--- src/rtl/spi_slave_rx.sv ---
// SPI mode-0 slave receiver: synchronises ss/sclk/mosi, deserialises bytes into a
// first-word-fall-through FIFO and shifts a host-loaded response byte out on MISO.
//
// state    | meaning
// ---------+-----------------------------------------------------------
// ST_IDLE  | ss high (or not yet re-armed after reset); miso held low
// ST_SHIFT | frame open; sclk rises sample mosi, falls advance miso
module spi_slave_rx #(
   parameter int FIFO_DEPTH  = 4,
   parameter int SYNC_STAGES = 2
) (
   input  logic       i_clk,
   input  logic       i_rst,
   input  logic       i_ss,
   input  logic       i_sclk,
   input  logic       i_mosi,
   output logic       o_miso,
   output logic [7:0] o_rx_data,
   output logic       o_rx_valid,
   input  logic       i_rx_ready,
   output logic       o_rx_overflow,
   input  logic       i_ovf_clr,
   input  logic [7:0] i_tx_data,
   input  logic       i_tx_load,
   output logic       o_frame_active,
   output logic [7:0] o_byte_count,
   output logic       o_frame_done
);

   localparam int         AW      = (FIFO_DEPTH > 1) ? $clog2(FIFO_DEPTH) : 1;
   localparam logic [AW:0] DEPTH_C = (AW+1)'(FIFO_DEPTH);

   typedef enum logic {ST_IDLE, ST_SHIFT} state_t;

   state_t r_state, w_state_nxt;

   logic [SYNC_STAGES-1:0] r_ss_sync, r_sclk_sync, r_mosi_sync, r_vld;
   logic r_ss_d, r_sclk_d, r_armed;
   logic w_ss_s, w_sclk_s, w_mosi_s;
   logic w_ss_fall, w_ss_rise, w_sclk_rise, w_sclk_fall;
   logic w_start, w_stop, w_rx_bit, w_tx_bit;

   logic [7:0] r_tx_reg, r_shift_tx, r_shift_rx, r_byte_count;
   logic [2:0] r_bit_cnt;
   logic       r_miso, r_reload, r_byte_done, r_frame_done;

   logic [7:0]  r_mem [FIFO_DEPTH];
   logic [AW-1:0] r_wptr, r_rptr;
   logic [AW:0]   r_count;
   logic        r_overflow;
   logic        w_push, w_pop, w_full, w_wr, w_drop;

   assign w_ss_s   = r_ss_sync[SYNC_STAGES-1];
   assign w_sclk_s = r_sclk_sync[SYNC_STAGES-1];
   assign w_mosi_s = r_mosi_sync[SYNC_STAGES-1];

   // r_vld marks when the chain holds real pin values; a frame may only start after
   // ss has been seen high post-reset, so a reset taken mid-frame cannot resume it.
   always_ff @(posedge i_clk or posedge i_rst) begin
      if (i_rst) begin
         r_ss_sync   <= '1;
         r_sclk_sync <= '0;
         r_mosi_sync <= '0;
         r_vld       <= '0;
         r_ss_d      <= 1'b1;
         r_sclk_d    <= 1'b0;
         r_armed     <= 1'b0;
      end else begin
         r_ss_sync   <= {r_ss_sync[SYNC_STAGES-2:0], i_ss};
         r_sclk_sync <= {r_sclk_sync[SYNC_STAGES-2:0], i_sclk};
         r_mosi_sync <= {r_mosi_sync[SYNC_STAGES-2:0], i_mosi};
         r_vld       <= {r_vld[SYNC_STAGES-2:0], 1'b1};
         r_ss_d      <= w_ss_s;
         r_sclk_d    <= w_sclk_s;
         r_armed     <= r_armed | (r_vld[SYNC_STAGES-1] & w_ss_s);
      end
   end

   assign w_ss_fall   = r_armed & r_ss_d & ~w_ss_s;
   assign w_ss_rise   = ~r_ss_d & w_ss_s;
   assign w_sclk_rise = w_sclk_s & ~r_sclk_d;
   assign w_sclk_fall = ~w_sclk_s & r_sclk_d;

   always_ff @(posedge i_clk or posedge i_rst) begin
      if (i_rst) r_state <= ST_IDLE;
      else       r_state <= w_state_nxt;
   end

   always_comb begin
      w_state_nxt = r_state;
      w_start     = 1'b0;
      w_stop      = 1'b0;
      w_rx_bit    = 1'b0;
      w_tx_bit    = 1'b0;
      case (r_state)
         ST_IDLE: begin
            if (w_ss_fall) begin
               w_state_nxt = ST_SHIFT;
               w_start     = 1'b1;
            end
         end
         ST_SHIFT: begin
            if (w_ss_rise) begin
               w_state_nxt = ST_IDLE;
               w_stop      = 1'b1;
            end else begin
               w_rx_bit = w_sclk_rise;
               w_tx_bit = w_sclk_fall;
            end
         end
         default: w_state_nxt = ST_IDLE;
      endcase
   end

   always_ff @(posedge i_clk or posedge i_rst) begin
      if (i_rst) begin
         r_tx_reg     <= '0;
         r_shift_tx   <= '0;
         r_shift_rx   <= '0;
         r_bit_cnt    <= '0;
         r_byte_count <= '0;
         r_miso       <= 1'b0;
         r_reload     <= 1'b0;
         r_byte_done  <= 1'b0;
         r_frame_done <= 1'b0;
      end else begin
         if (i_tx_load) r_tx_reg <= i_tx_data;
         r_byte_done  <= 1'b0;
         r_frame_done <= w_stop;
         if (w_start) begin
            r_bit_cnt  <= '0;
            r_shift_tx <= r_tx_reg;
            r_miso     <= r_tx_reg[7];
            r_reload   <= 1'b0;
         end else if (w_stop) begin
            r_bit_cnt <= '0;
            r_miso    <= 1'b0;
            r_reload  <= 1'b0;
         end else begin
            if (w_rx_bit) begin
               r_shift_rx <= {r_shift_rx[6:0], w_mosi_s};
               r_bit_cnt  <= r_bit_cnt + 3'd1;
               if (r_bit_cnt == 3'd7) begin
                  r_byte_done <= 1'b1;
                  r_reload    <= 1'b1;
               end
            end
            // The fall after a completed byte picks up whatever tx_load left in tx_reg.
            if (w_tx_bit) begin
               if (r_reload) begin
                  r_shift_tx <= r_tx_reg;
                  r_miso     <= r_tx_reg[7];
                  r_reload   <= 1'b0;
               end else begin
                  r_shift_tx <= {r_shift_tx[6:0], 1'b0};
                  r_miso     <= r_shift_tx[6];
               end
            end
         end
         if (w_start)
            r_byte_count <= '0;
         else if (r_byte_done && (r_byte_count != 8'hFF))
            r_byte_count <= r_byte_count + 8'd1;
      end
   end

   assign w_push = r_byte_done;
   assign w_pop  = o_rx_valid & i_rx_ready;
   assign w_full = (r_count == DEPTH_C);
   assign w_wr   = w_push & (~w_full | w_pop);
   assign w_drop = w_push & w_full & ~w_pop;

   always_ff @(posedge i_clk or posedge i_rst) begin
      if (i_rst) begin
         for (int i = 0; i < FIFO_DEPTH; i++) r_mem[i] <= '0;
         r_wptr     <= '0;
         r_rptr     <= '0;
         r_count    <= '0;
         r_overflow <= 1'b0;
      end else begin
         if (w_wr) begin
            r_mem[r_wptr] <= r_shift_rx;
            r_wptr        <= r_wptr + AW'(1);
         end
         if (w_pop) r_rptr <= r_rptr + AW'(1);
         if (w_wr && !w_pop)
            r_count <= r_count + (AW+1)'(1);
         else if (!w_wr && w_pop)
            r_count <= r_count - (AW+1)'(1);
         if (w_drop)         r_overflow <= 1'b1;
         else if (i_ovf_clr) r_overflow <= 1'b0;
      end
   end

   assign o_miso         = r_miso;
   assign o_rx_data      = r_mem[r_rptr];
   assign o_rx_valid     = (r_count != '0);
   assign o_rx_overflow  = r_overflow;
   assign o_frame_active = (r_state == ST_SHIFT);
   assign o_byte_count   = r_byte_count;
   assign o_frame_done   = r_frame_done;

endmodule

--- config.mk ---
export PLATFORM = sky130hd
export DESIGN_NAME = spi_slave_rx
export DESIGN_NICKNAME = d
export VERILOG_FILES = /design/src/rtl/spi_slave_rx.sv
export SDC_FILE = /design/constraint.sdc
export NUM_CORES = 1
export LEC_CHECK = 0
export ABC_CLOCK_PERIOD_IN_PS = 3000
export CAP_MARGIN = 40
export CORE_MARGIN = 5
export CORE_UTILIZATION = 40
export CTS_CLUSTER_DIAMETER = 80
export CTS_CLUSTER_SIZE = 10
export DETAILED_ROUTE_END_ITERATION = 6
export GPL_ROUTABILITY_DRIVEN = 0
export PLACE_DENSITY = 0.7
export RECOVER_POWER = 25
export SLEW_MARGIN = 25
export SYNTH_ARGS = -nofsm -noshare
export SYNTH_HDL_FRONTEND = slang
export SYNTH_SLANG_ARGS = --single-unit
--- constraint.sdc ---
create_clock -name i_clk -period 3 [get_ports i_clk]
set_input_delay 0.45 -clock i_clk [delete_from_list [all_inputs] [get_ports i_clk]]
set_output_delay 0.45 -clock i_clk [all_outputs]
set_load 0.005 [all_outputs]
==> run_results.csv, run 1 <==
group,metric,value,unit
global_route,grt_pass1_wl,11.5,mm
clock_tree,root_buffer,"clkbuf_8",
clock_tree,hold_buffers,0,
setup_path,required,2.55,ns
routing,first_pass_iters,4,
synth,synth_warnings,0,
sta,hold_viol_final,0,
clock_tree,cts_buffers,9,
finish,layout_commonest_cell,"dfrtp_1",
power,ir_worst_vdd,0.000324,V
setup_path,r2r_cells,8,
synth,syn_avg_cell_area,14.5,µm²
sta,layout_setup_ws,0.409,ns
floorplan,coreArea,0.00964,mm²
sta,setup_violations,0,
global_route,grt_busiest_layer,"met2",
sta,post-route-period-util,86.4,%
routing,drtIter0Drc,43,
finish,largest_reg_flops,32,
sta,finalMaxSlewViolations,0,
placed_design,post-place-ws,0.614,ns
sta,maxSlewHeadroom,0.498,%
synth,synth_top_area_share,55.9,%
synth,ys_seq_area_share,57.9,%
global_route,use_met1,15.9,%
finish,area_growth,17.8,%
clock_tree,cts_tree,"built",
synth,synth.area.top_cells,"dfrtp_1 (56%), mux2_2 (14%), mux4_2 (4.6%)",
worst_hold_path,holdCritPathClass,"reg2reg",
routing,vias,2202,
routing,drc,0,
power,leakage,2.09,nW
global_route,grt_use_met3,4.32,%
status,outcome,"finished with violations",
placed_design,place.detailed.hpwl,4.44,mm
flow_run,drv_cap,1,
routing,wl_per_cell,13.9,µm
clock_tree,cts_setup_buffers,0,
finish,num_antenna_cells,0,
synth,ys.flop_type,"dfrtp_1",
clock_tree,clockBufferDepth,2,
sta,rsz0062_at_grt,"false",
synth,ys_types,40,
sta,worst_pin_slew,1.48,ns
routing,final_antenna_net_count,0,
sta,finalCriticalPeriod,2.59,ns
synth,syn_nets,293,
floorplan,die_h,109,µm
setup_path,cp_data_arrival_time,2.14,ns
floorplan,start_util,40.4,%
placed_design,io_buffer_count,36,
setup_path,start_kind,"register",
global_route,use_met2,19.8,%
floorplan,dieArea,0.0118,mm²
clock_tree,insertion_delay,0.35,ns
global_route,grt_pass1_vias,2346,
placed_design,placedCellCount,435,
setup_path,critPathKind,"reg2out",
sta,fmax,386,MHz
routing,vias_per_cell,4.87,
finish,drive_above_1_share,28.5,%
global_route,grt_max_degree,35,
synth,post-synth-top-area-cell,"dfrtp_1",
clock_tree,cts_sinks,90,
power,p_per_area,578,mW/mm²
synth,synthCells,268,
finish,layout.cells.non_filler,452,
sta,finalClockSkew,0.0117,ns
finish,fin_util,47.6,%
synth,syn_area,0.00390,mm²
floorplan,rows,36,
clock_tree,cts_resized,0,
global_route,grt_antenna_before_repair,0,
floorplan,die_w,109,µm
power,total_power,2.65,mW
synth,synth_edf_count,0,
setup_path,cp_max_fo,9,
routing,totalWireLength,6.30,mm
synth,synth-seq-cells,90,
setup_path,critPathCaptureType,"output pin",
clock_tree,clk_pin_slew,0.08,ns
clock_tree,h-tree-depth,3,
sta,setup_tns,0,ns
worst_hold_path,hold_depth,0,
global_route,grt_overflow,0,
status,violations,"max-capacitance violations",
synth,async_flop_share,100,%
finish,nNetsFinal,339,
finish,mostFrequentLayoutCells,"dfrtp_1 (87), mux2_2 (50), clkdlybuf4s50_1 (32)",
floorplan,pin_count,37,
global_route,grt_usage,12.5,%
finish,top_register,"r_mem",
per-layer routing:
layer / part of all wire (%) / up-vias / wire length [µm]
li1: - / 1047 / -
met1: 47 / 1122 / 2960
met2: 49 / 29 / 3080
met3: 3.4 / 4 / 214
met4: 0.78 / 0 / 49
met5: 0 / - / 0
cell usage after synthesis (all sizes together), types with 3 or more instances:
cell type,n
dfrtp,87
mux2,51
nand2,19
o21ai,15
nor2,9
ha,8
mux2i,8
mux4,8
xor2,7
buf,6
inv,6
nand3,6
xnor2,4
a21oi,3
and2,3
dfstp,3
nand4,3
or3,3
worst max-delay path: stages, from the launching register on:
cell             delay (ns)
dfrtp_1                0.73
mux4_2                 0.60
clkdlybuf4s50_1        0.47
cells by family after synthesis:
family	synth area share (%)
multiplexers	21.5
flip-flops	57.9
AND/OR/NAND/NOR	9.21
other	0.0962
AO/OA/AOI/OAI	3.95
adder cells (fa/ha/maj)	3.08
buffers and inverters	1.80
XOR/XNOR	2.47
worst paths after layout:
| check | startpoint | end | slack (ns) |
|---|---|---|---|
| worst max-delay path | r_rptr[0]$_DFFE_PP0P_ | o_rx_data[2] | 0.41 |
| worst min-delay path | r_vld[0]$_DFF_PP0_ | r_vld[1]$_DFF_PP0_ | 0.35 |
| worst max register to register | r_count[0]$_DFFE_PP0P_ | r_count[2]$_DFFE_PP0P_ | 0.86 |
| worst min register to register | r_vld[0]$_DFF_PP0_ | r_vld[1]$_DFF_PP0_ | 0.35 |
| max in group asynchronous | i_rst | r_count[0]$_DFFE_PP0P_ | 1.09 |
| min in group asynchronous | i_rst | o_rx_overflow$_DFFE_PP0P_ | 0.88 |
per-stage QoR:
step,hold WS (ns),cell area (µm²)
2_1_floorplan,0.331,3900
3_3_place_gp,0.331,4420
3_5_place_dp,0.336,4420
4_1_cts,0.358,4590
5_1_grt,0.363,4590
6_report,0.353,4590
where the power goes:
group	total [mW]	internal [mW]	leakage (nW)	switching, mW
Clock	0.737	0.308	0.0795	0.429
Sequential	1.54	1.35	1.17	0.191
Combinational	0.374	0.234	0.840	0.140
area by class of cell:
type | count | area [µm²]
fillers | 898 | 5050
clock buffers | 10 | 128
repair buffers | 42 | 402
multi-input cells | 165 | 1570
well taps | 133 | 166
flip-flops and latches | 90 | 2260
inverters | 6 | 23.8
clock inverters | 6 | 48.8
No activity file was read; power rests on OpenSTA's default activity.
==> run 2, diff against run 1 <==
--- a/config.mk
+++ b/config.mk
@@ -7,13 +7,15 @@
 export LEC_CHECK = 0
 export ABC_CLOCK_PERIOD_IN_PS = 3000
 export CAP_MARGIN = 40
+export CELL_PAD_IN_SITES_DETAIL_PLACEMENT = 1
+export CELL_PAD_IN_SITES_GLOBAL_PLACEMENT = 1
 export CORE_MARGIN = 5
 export CORE_UTILIZATION = 40
 export CTS_CLUSTER_DIAMETER = 80
 export CTS_CLUSTER_SIZE = 10
 export DETAILED_ROUTE_END_ITERATION = 6
 export GPL_ROUTABILITY_DRIVEN = 0
-export PLACE_DENSITY = 0.7
+export PLACE_DENSITY = 0.8
 export RECOVER_POWER = 25
 export SLEW_MARGIN = 25
 export SYNTH_ARGS = -nofsm -noshare
==> run_results.csv, run 2 (synthesis gave the netlist of run 1 again) <==
group,metric,value,unit
finish,layout.cells.non_filler,449,
floorplan,die_w,109,µm
flow_run,drv_cap,0,
power,ir_worst_vdd,0.000224,V
routing,drtIter0Drc,65,
setup_path,required,2.55,ns
sta,maxSlewHeadroom,31.5,%
global_route,grt_antenna_before_repair,0,
finish,fin_area,0.00463,mm²
finish,num_antenna_cells,0,
power,p_clk_share,32.5,%
sta,setup_violations,0,
global_route,grt_overflow,0,
finish,mostFrequentLayoutCells,"dfrtp_1 (87), mux2_2 (50), clkdlybuf4s50_1 (32)",
clock_tree,root_buffer,"clkbuf_8",
finish,layout_commonest_cell,"dfrtp_1",
sta,setup_tns,0,ns
clock_tree,clockBufferDepth,2,
power,power.share.sequential,54.2,%
sta,post-route-period-util,87.3,%
placed_design,post-place-ws,0.565,ns
clock_tree,cts_sinks,90,
finish,nNetsFinal,336,
placed_design,io_buffer_count,36,
setup_path,start_kind,"register",
global_route,grt_max_degree,77,
floorplan,rows,36,
sta,finalCriticalPeriod,2.62,ns
routing,totalWireLength,7.36,mm
power,p_per_area,618,mW/mm²
placed_design,placedCellCount,433,
clock_tree,hold_buffers,0,
setup_path,critPathBufInv,1,
floorplan,start_util,40.4,%
setup_path,cp_data_arrival_time,2.17,ns
power,leakage,2.11,nW
clock_tree,clk_pin_slew,0.09,ns
clock_tree,cts_buffers,9,
power,pwr-share-comb,13.3,%
floorplan,coreArea,0.00964,mm²
placed_design,place.detailed.hpwl,5.12,mm
clock_tree,cts_resized,0,
sta,hold_viol_final,0,
status,outcome,"finished clean",
floorplan,pin_count,37,
routing,drc,0,
routing,final_antenna_net_count,0,
routing,vias_per_cell,4.93,
setup_path,cp_max_fo,10,
finish,drive_above_1_share,28.5,%
routing,wl_per_cell,16.4,µm
setup_path,cp_slowest_stage_delay,0.75,ns
floorplan,die_h,109,µm
placed_design,dpl_cell_area,0.00442,mm²
finish,largest_reg_flops,32,
power,netSwitchingFraction,26.6,%
clock_tree,h-tree-depth,3,
floorplan,dieArea,0.0118,mm²
setup_path,critPathKind,"reg2out",
global_route,grt_pass1_vias,2543,
finish,area_growth,18.8,%
clock_tree,insertion_delay,0.36,ns
routing,vias,2214,
worst_hold_path,holdCritPathClass,"reg2reg",
sta,rsz0062_at_grt,"false",
setup_path,cpLargestDelayFamily,"flip-flops",
power,p_sw,0.760,mW
sta,layout_setup_ws,0.380,ns
global_route,grt_pass1_wl,12.8,mm
power,p_int,2.10,mW
sta,finalClockSkew,0.0126,ns
sta,finalMaxSlewViolations,0,
sta,worst_pin_slew,1.03,ns
sta,fmax,382,MHz
global_route,grt_usage,14.0,%
routing,first_pass_iters,4,
clock_tree,cts_setup_buffers,0,
setup_path,critPathCaptureType,"output pin",
finish,top_register,"r_mem",
setup_path,crit_chain,"mux4_2 > clkdlybuf4s50_1",
clock_tree,cts_tree,"built",
setup_path,critPathSlowestCell,"dfrtp_1",
==> run 2: cell count changes in the layout (fill, tap and decap cells not counted) <==
cell	before	now
and4bb_4	0	1
clkbuf_8	9	11
clkbuf_1	2	1
clkinvlp_4	3	0
bufinv_16	0	2
inv_6	2	0
buf_4	5	2
clkinv_2	0	1
clkbuf_4	0	1
and4bb_1	1	0
==> run 2: cell type report <==
| cell class | instances | area (µm²) |
|---|---|---|
| Sequential cell | 90 | 2260 |
| Multi-Input combinational cell | 165 | 1570 |
| Tap cell | 133 | 166 |
| Timing Repair Buffer | 39 | 383 |
| Clock buffer | 12 | 155 |
| Clock inverter | 4 | 73.8 |
| Inverter | 6 | 23.8 |
| Fill cell | 1006 | 5010 |
==> run 2: power groups by stage <==
stage | registers [mW] | logic [mW] | clock network (mW)
3_3_place_gp | 1.56 | 0.367 | 0
3_5_place_dp | 1.58 | 0.392 | 0
4_1_cts | 1.56 | 0.394 | 0.961
5_1_grt | 1.58 | 0.421 | 1.01
6_report | 1.55 | 0.380 | 0.930
2_1_floorplan | 1.47 | 0.335 | 0
==> run 2: metrics by stage <==
step           total power [mW]  hold slack (ns)  utilization, %
4_1_cts                    2.91            0.338            48.2
3_5_place_dp               1.97            0.337            45.8
3_3_place_gp               1.93            0.333            45.8
6_report                   2.86            0.353            48.0
5_1_grt                    3.01            0.351            48.0
2_1_floorplan              1.80            0.331               -
==> run 2: worst register-to-register path, stage by stage (launching register included) <==
cell and delay, ns:
dfrtp_1 0.45, or3_1 0.45, nand2_1 0.14, ha_1 0.20, inv_1 0.06, fa_1 0.38
xor2_1 0.17, nor2_1 0.12, xor2_1 0.16
==> run 2: final timing paths <==
| kind | from | to | slack (ns) | depth (start not counted) |
|---|---|---|---|---|
| setup / recovery | r_rptr[0]$_DFFE_PP0P_ | o_rx_data[0] | 0.38 | 2 |
| hold / removal | r_mosi_sync[0]$_DFF_PP0_ | r_mosi_sync[1]$_DFF_PP0_ | 0.35 | 0 |
| setup reg to reg | r_count[0]$_DFFE_PP0P_ | r_count[2]$_DFFE_PP0P_ | 0.82 | 8 |
| hold reg to reg | r_mosi_sync[0]$_DFF_PP0_ | r_mosi_sync[1]$_DFF_PP0_ | 0.35 | 0 |
| max in group asynchronous | i_rst | r_mem[31]$_DFFE_PP0P_ | 0.93 | 3 |
| min in group asynchronous | i_rst | o_byte_count[0]$_DFFE_PP0P_ | 0.60 | 2 |
==> run 2: metal layers <==
layer | routed length [µm] | vias to the layer above | global-route usage, %
met4 | 131 | 0 | 6.58
met3 | 165 | 10 | 2.66
li1 | - | 1033 | -
met5 | 0 | - | 0
met1 | 3330 | 1146 | 18.0
met2 | 3730 | 25 | 22.7
==> run 3, diff against run 2 <==
--- a/config.mk
+++ b/config.mk
@@ -5,17 +5,17 @@
 export SDC_FILE = /design/constraint.sdc
 export NUM_CORES = 1
 export LEC_CHECK = 0
-export ABC_CLOCK_PERIOD_IN_PS = 3000
+export ABC_CLOCK_PERIOD_IN_PS = 2300
 export CAP_MARGIN = 40
 export CELL_PAD_IN_SITES_DETAIL_PLACEMENT = 1
 export CELL_PAD_IN_SITES_GLOBAL_PLACEMENT = 1
-export CORE_MARGIN = 5
 export CORE_UTILIZATION = 40
 export CTS_CLUSTER_DIAMETER = 80
 export CTS_CLUSTER_SIZE = 10
 export DETAILED_ROUTE_END_ITERATION = 6
 export GPL_ROUTABILITY_DRIVEN = 0
-export PLACE_DENSITY = 0.8
+export GPL_TIMING_DRIVEN = 0
+export PLACE_DENSITY = 0.82
 export RECOVER_POWER = 25
 export SLEW_MARGIN = 25
 export SYNTH_ARGS = -nofsm -noshare
==> constraint.sdc (replaced) <==
create_clock -name i_clk -period 2.3 [get_ports i_clk]
set_input_delay 0.345 -clock i_clk [delete_from_list [all_inputs] [get_ports i_clk]]
set_output_delay 0.345 -clock i_clk [all_outputs]
set_load 0.005 [all_outputs]
==> run_results.csv, run 3 (synthesis gave the netlist of run 1 again) <==
group,metric,value,unit
clock_tree,cts_sinks,90,
power,leakage,2.13,nW
sta,fmax,446,MHz
setup_path,cp_data_arrival_time,1.90,ns
power,ir_worst_vdd,0.000388,V
placed_design,io_buffer_count,35,
power,p_sw,1.00,mW
routing,drc,0,
worst_hold_path,holdCritPathClass,"reg2reg",
floorplan,die_h,101,µm
routing,final_antenna_net_count,0,
setup_path,required,1.96,ns
finish,mostFrequentLayoutCells,"dfrtp_1 (87), mux2_2 (50), clkdlybuf4s50_1 (31)",
routing,first_pass_iters,4,
clock_tree,hold_buffers,0,
global_route,grt_overflow,0,
finish,largest_reg_flops,32,
global_route,grt_usage,16.3,%
power,p_per_area,775,mW/mm²
global_route,grt_pass1_wl,12.4,mm
routing,totalWireLength,7.29,mm
finish,layout_commonest_cell,"dfrtp_1",
sta,finalMaxSlewViolations,0,
floorplan,die_w,101,µm
finish,area_growth,19.4,%
sta,hold_viol_final,0,
flow_run,drv_cap,0,
power,p_clk_share,29.0,%
finish,top_register,"r_mem",
clock_tree,cts_buffers,9,
sta,post-route-period-util,97.4,%
finish,num-fill-cells,946,
routing,drtIter0Drc,79,
finish,multi_input_area,0.00157,mm²
sta,finalCriticalPeriod,2.24,ns
finish,regArea,0.00226,mm²
sta,worst_pin_slew,0.664,ns
floorplan,start_util,41.8,%
finish,fin_util,49.9,%
setup_path,start_kind,"register",
floorplan,dieArea,0.0101,mm²
clock_tree,clockBufferDepth,2,
sta,holdWs,0.358,ns
clock_tree,clk_pin_slew,0.08,ns
power,pwr-share-comb,16.2,%
routing,vias,2260,
setup_path,cp_max_fo,10,
global_route,grt_max_degree,30,
status,outcome,"finished clean",
sta,finalClockSkew,0.0110,ns
sta,maxSlewHeadroom,55.5,%
global_route,grt_antenna_before_repair,0,
routing,vias_per_cell,5.02,
clock_tree,h-tree-depth,3,
clock_tree,root_buffer,"clkbuf_8",
clock_tree,cts_resized,2,
setup_path,critPathKind,"reg2out",
floorplan,rows,35,
clock_tree,cts_tree,"built",
power,p_int,2.61,mW
global_route,grt_pass1_vias,2377,
setup_path,critPathCaptureType,"output pin",
placed_design,place.detailed.hpwl,5.18,mm
floorplan,coreArea,0.00933,mm²
sta,setup_violations,0,
routing,wl_per_cell,16.2,µm
floorplan,pin_count,37,
finish,nNetsFinal,341,
finish,drive_above_1_share,29.3,%
clock_tree,insertion_delay,0.36,ns
finish,num_antenna_cells,0,
clock_tree,cts_setup_buffers,0,
power,netSwitchingFraction,27.7,%
power,power.share.sequential,54.8,%
[run 3: final cells by class]
| class | instances | share of cell area [%] |
|---|---|---|
| Timing Repair Buffer | 38 | 8.49 |
| Clock inverter | 5 | 1.21 |
| Inverter | 6 | 0.511 |
| Tap cell | 129 | 3.47 |
| Sequential cell | 90 | 48.5 |
| Multi-Input combinational cell | 165 | 33.8 |
| Clock buffer | 11 | 2.82 |
| Buffer | 6 | 1.26 |
[run 3: power groups by stage]
stage	Sequential [mW]	Combinational [mW]	Clock [mW]
floorplan	1.91	0.437	0
global placement	1.95	0.572	0
detailed placement	1.97	0.618	0
CTS	1.98	0.591	1.09
global route	2.02	0.653	1.15
finish	1.98	0.584	1.05
[run 3: path summary, 6_finish.rpt]
| kind | from | end | slack, ns | depth (start not counted) |
|---|---|---|---|---|
| worst max-delay path | r_rptr[0]$_DFFE_PP0P_ | o_rx_data[2] | 0.06 | 3 |
| worst max register to register | r_count[0]$_DFFE_PP0P_ | r_count[1]$_DFFE_PP0P_ | 0.12 | 7 |
| min in group asynchronous | i_rst | o_byte_count[6]$_DFFE_PP0P_ | 0.51 | 2 |
| worst min-delay path | r_mosi_sync[0]$_DFF_PP0_ | r_mosi_sync[1]$_DFF_PP0_ | 0.36 | 0 |
| max in group asynchronous | i_rst | r_ss_sync[0]$_DFF_PP1_ | 0.55 | 4 |
| worst min register to register | r_mosi_sync[0]$_DFF_PP0_ | r_mosi_sync[1]$_DFF_PP0_ | 0.36 | 0 |
[run 3: routing by layer]
| layer | vias up | part of all wire, % | GRT usage, % |
|---|---|---|---|
| li1 | 1055 | - | - |
| met1 | 1154 | 43 | 20.9 |
| met2 | 37 | 51 | 26.8 |
| met3 | 14 | 3.0 | 3.33 |
| met4 | 0 | 2.1 | 7.80 |
| met5 | - | 0 | 0 |
[run 3: critical path: stages (launching register included)]
cell and delay, ns:
dfrtp_1 0.39, buf_12 0.16, mux4_2 0.51, clkdlybuf4s50_1 0.49
[run 3: metrics by stage]
step	instances	cell area (µm²)	setup slack [ns]	setup TNS [ns]	power, mW
final	450	4650	0.0587	0	3.61
after CTS	450	4660	0.0201	0	3.66
after global placement	432	4410	-0.181	-3.23	2.52
after detailed placement	435	4470	-0.221	-0.420	2.59
after global routing	450	4650	-0.00386	-0.00386	3.83
after floorplan	268	3900	0.271	0	2.35
==> edit: new RTL, flow settings as in run 2 <==
The parameter `FIFO_DEPTH` goes from 4 to 8.
--- a/src/rtl/spi_slave_rx.sv
+++ b/src/rtl/spi_slave_rx.sv
@@ -6,7 +6,7 @@
 // ST_IDLE  | ss high (or not yet re-armed after reset); miso held low
 // ST_SHIFT | frame open; sclk rises sample mosi, falls advance miso
 module spi_slave_rx #(
-   parameter int FIFO_DEPTH  = 4,
+   parameter int FIFO_DEPTH  = 8,
    parameter int SYNC_STAGES = 2
 ) (
    input  logic       i_clk,
Behaviour: same outputs for any inputs over 10 cycles, from zero or initial values and one cycle with i_rst high; that may be too few to reach the edited logic, so the function may still have changed.
==> edit against run 2 <==
The run now ends with max-capacitance violations, max-slew violations left; sequential share of layout area shrank 3.3 points; wire length rose by 79%; combinational power rose by 100%; cell area grew 49%; worst setup slack got worse by 240 ps; synthesized area increased by 47%; die area rose by 42%; sequential cell count increased by 35; power increased by 72%; critical path type unchanged; highest routed layer unchanged.
==> edit: results (changes against run 2) <==
| Metric | Value |
|---|---|
| CTS buffer count | `17 (+8)` |
| Clk Latency, worst-skew pair | `420 ps (+60 ps)` |
| Via density | `5.529 (+12%)` |
| Most flop-heavy register | `r_mem` |
| Xor and xnor fraction of the mapped netlist area | `0.9172% (-1.6 points)` |
| Sequential fraction of the synthesis area | `54.66% (-3.2 points)` |
| Initial antenna violation count | `0 (unchanged)` |
| N_diodes | `0 (unchanged)` |
| Vias in the first global route | `4182 (+64%)` |
| Max Buffers Root-to-Sink | `2 (unchanged)` |
| Net count, final | `480 (+43%)` |
| Largest cells by area after synthesis | `dfrtp_1 53%, mux2_2 17%, mux4_2 6.3%` |
| Max FFs per register | `64 (+100%)` |
| Port buffer count | `36 (unchanged)` |
| Adder-cell area share of the yosys netlist | `2.097% (-0.99 points)` |
| Drt pass-1 iters | `4 (unchanged)` |
| DR WL/cell | `20.27 um (+24%)` |
| Cell with the largest stage delay on the worst path | `mux4_2` |
| Largest net degree at the start of global routing | `126 (+64%)` |
| Critical Path Max Stage Delay | `560 ps (-190 ps)` |
| H-tree depth | `4 (+1)` |
| First-pass GRT wire length | `22000 um (+73%)` |
| Failing checks | `max-capacitance violations, max-slew violations` |
| Outcome | `finished, violations left` |
| Synth Cell Area | `5729 um2 (+47%)` |
| Final Skew | `5.504 ps (-7.145 ps)` |
| Crit-path max FO | `18 (+8)` |
| Synth cell types | `55 (+38%)` |
| Top FF cell, synth | `dfrtp_1` |
| Syn. warnings | `0 (unchanged)` |
| DP HPWL | `7975 um (+56%)` |
| Family with the most delay on the worst path | `multiplexers` |
| Root buf cell | `clkbuf_16` |
| Clock transition at path regs | `60 ps (-30 ps)` |
| Filler cells | `1413 (+40%)` |
| Total Routing Usage GR | `17.10% (+3.1 points)` |
| Mux share of post-synthesis cell area | `23.72% (+2.2 points)` |
| 1st-iter DRT viols | `189 (+190%)` |
| Pleak | `3.131 nW (+48%)` |
| Max-Cap Viols | `1 (+1)` |
| Max-slew headroom | `-11.35% (-43 points)` |
| Fraction of layout instances using a drive strength above 1 | `34.19% (+5.7 points)` |
| Compound-Gate Fraction of Synth Area | `8.102% (+4.2 points)` |
| Max Slew Vio Count | `126 (+126)` |
| Setup WS pre-CTS | `17.37 ps (-547.2 ps)` |
| Syn_nets | `440 (+50%)` |
| Synth cell count leaders | `122 x dfrtp_1, 86 x mux2_2, 26 x inv_1, 16 x mux4_2, 16 x nand2_1` |
| Maximum vdd ir drop | `0.4126 mV (+85%)` |
[edit: final timing paths]
path                                     start             end  slack [ps]  depth (start not counted)
worst max-delay path                 r_rptr[0]    o_rx_data[6]         140                          4
worst min-delay path            r_mosi_sync[0]  r_mosi_sync[1]         360                          0
worst max register to register      r_count[0]      r_count[3]         210                          8
worst min register to register  r_mosi_sync[0]  r_mosi_sync[1]         360                          0
max in group asynchronous                i_rst    o_frame_done         820                          3
min in group asynchronous                i_rst       r_mem[21]        1170                          3
[edit: what timing repair did]
action / 4_1_cts / 5_1_grt
gates resized for setup: 0 / 2
endpoints found under the hold margin: 0 / 0
endpoints found under the setup margin: 0 / 1
[edit: per-layer routing]
metal	global-route usage [%]	share of wire [%]	wire, um
met3	4.246	2.8	362
met4	5.623	1.0	131
met2	29.78	53	6952
met5	0	0	0
met1	20.82	43	5686
[edit: stage by stage]
stage                     power (mW)  std cells  util, %  cell area [um2]  hold WS [ps]
after global placement         2.813        616    45.02             6297         331.8
after floorplan                2.622        415        -             5733         331.2
after detailed placement       2.874        616    45.02             6297         341.2
final                          4.918        648    49.27             6892         356.5
after CTS                      4.970        648    49.33             6900         354.2
after global routing           5.142        648    49.27             6892         362.3
[edit: report_power, final]
part	internal, mW	switching [mW]
Sequential	1.84	0.226
Combinational	0.366	0.412
Clock	1.29	0.785
[edit: area by class of cell]
type	instances	area, um2	share of cell area, %
flip-flops and latches	125	3132	45.44
repair buffers	46	435.4	6.318
clock inverters	12	136.4	1.979
multi-input cells	239	2395	34.75
well taps	180	225.2	3.268
inverters	26	101.3	1.471
clock buffers	20	466.7	6.772
[edit: worst reg2reg max path, cell delays in order, from the launching register on]
cell and delay [ps]:
dfrtp_1 470, or3_1 460, o21ai_2 210, ha_1 280
inv_1 140, ha_1 370, or4_1 530, o211ai_1 110
o211ai_1 100
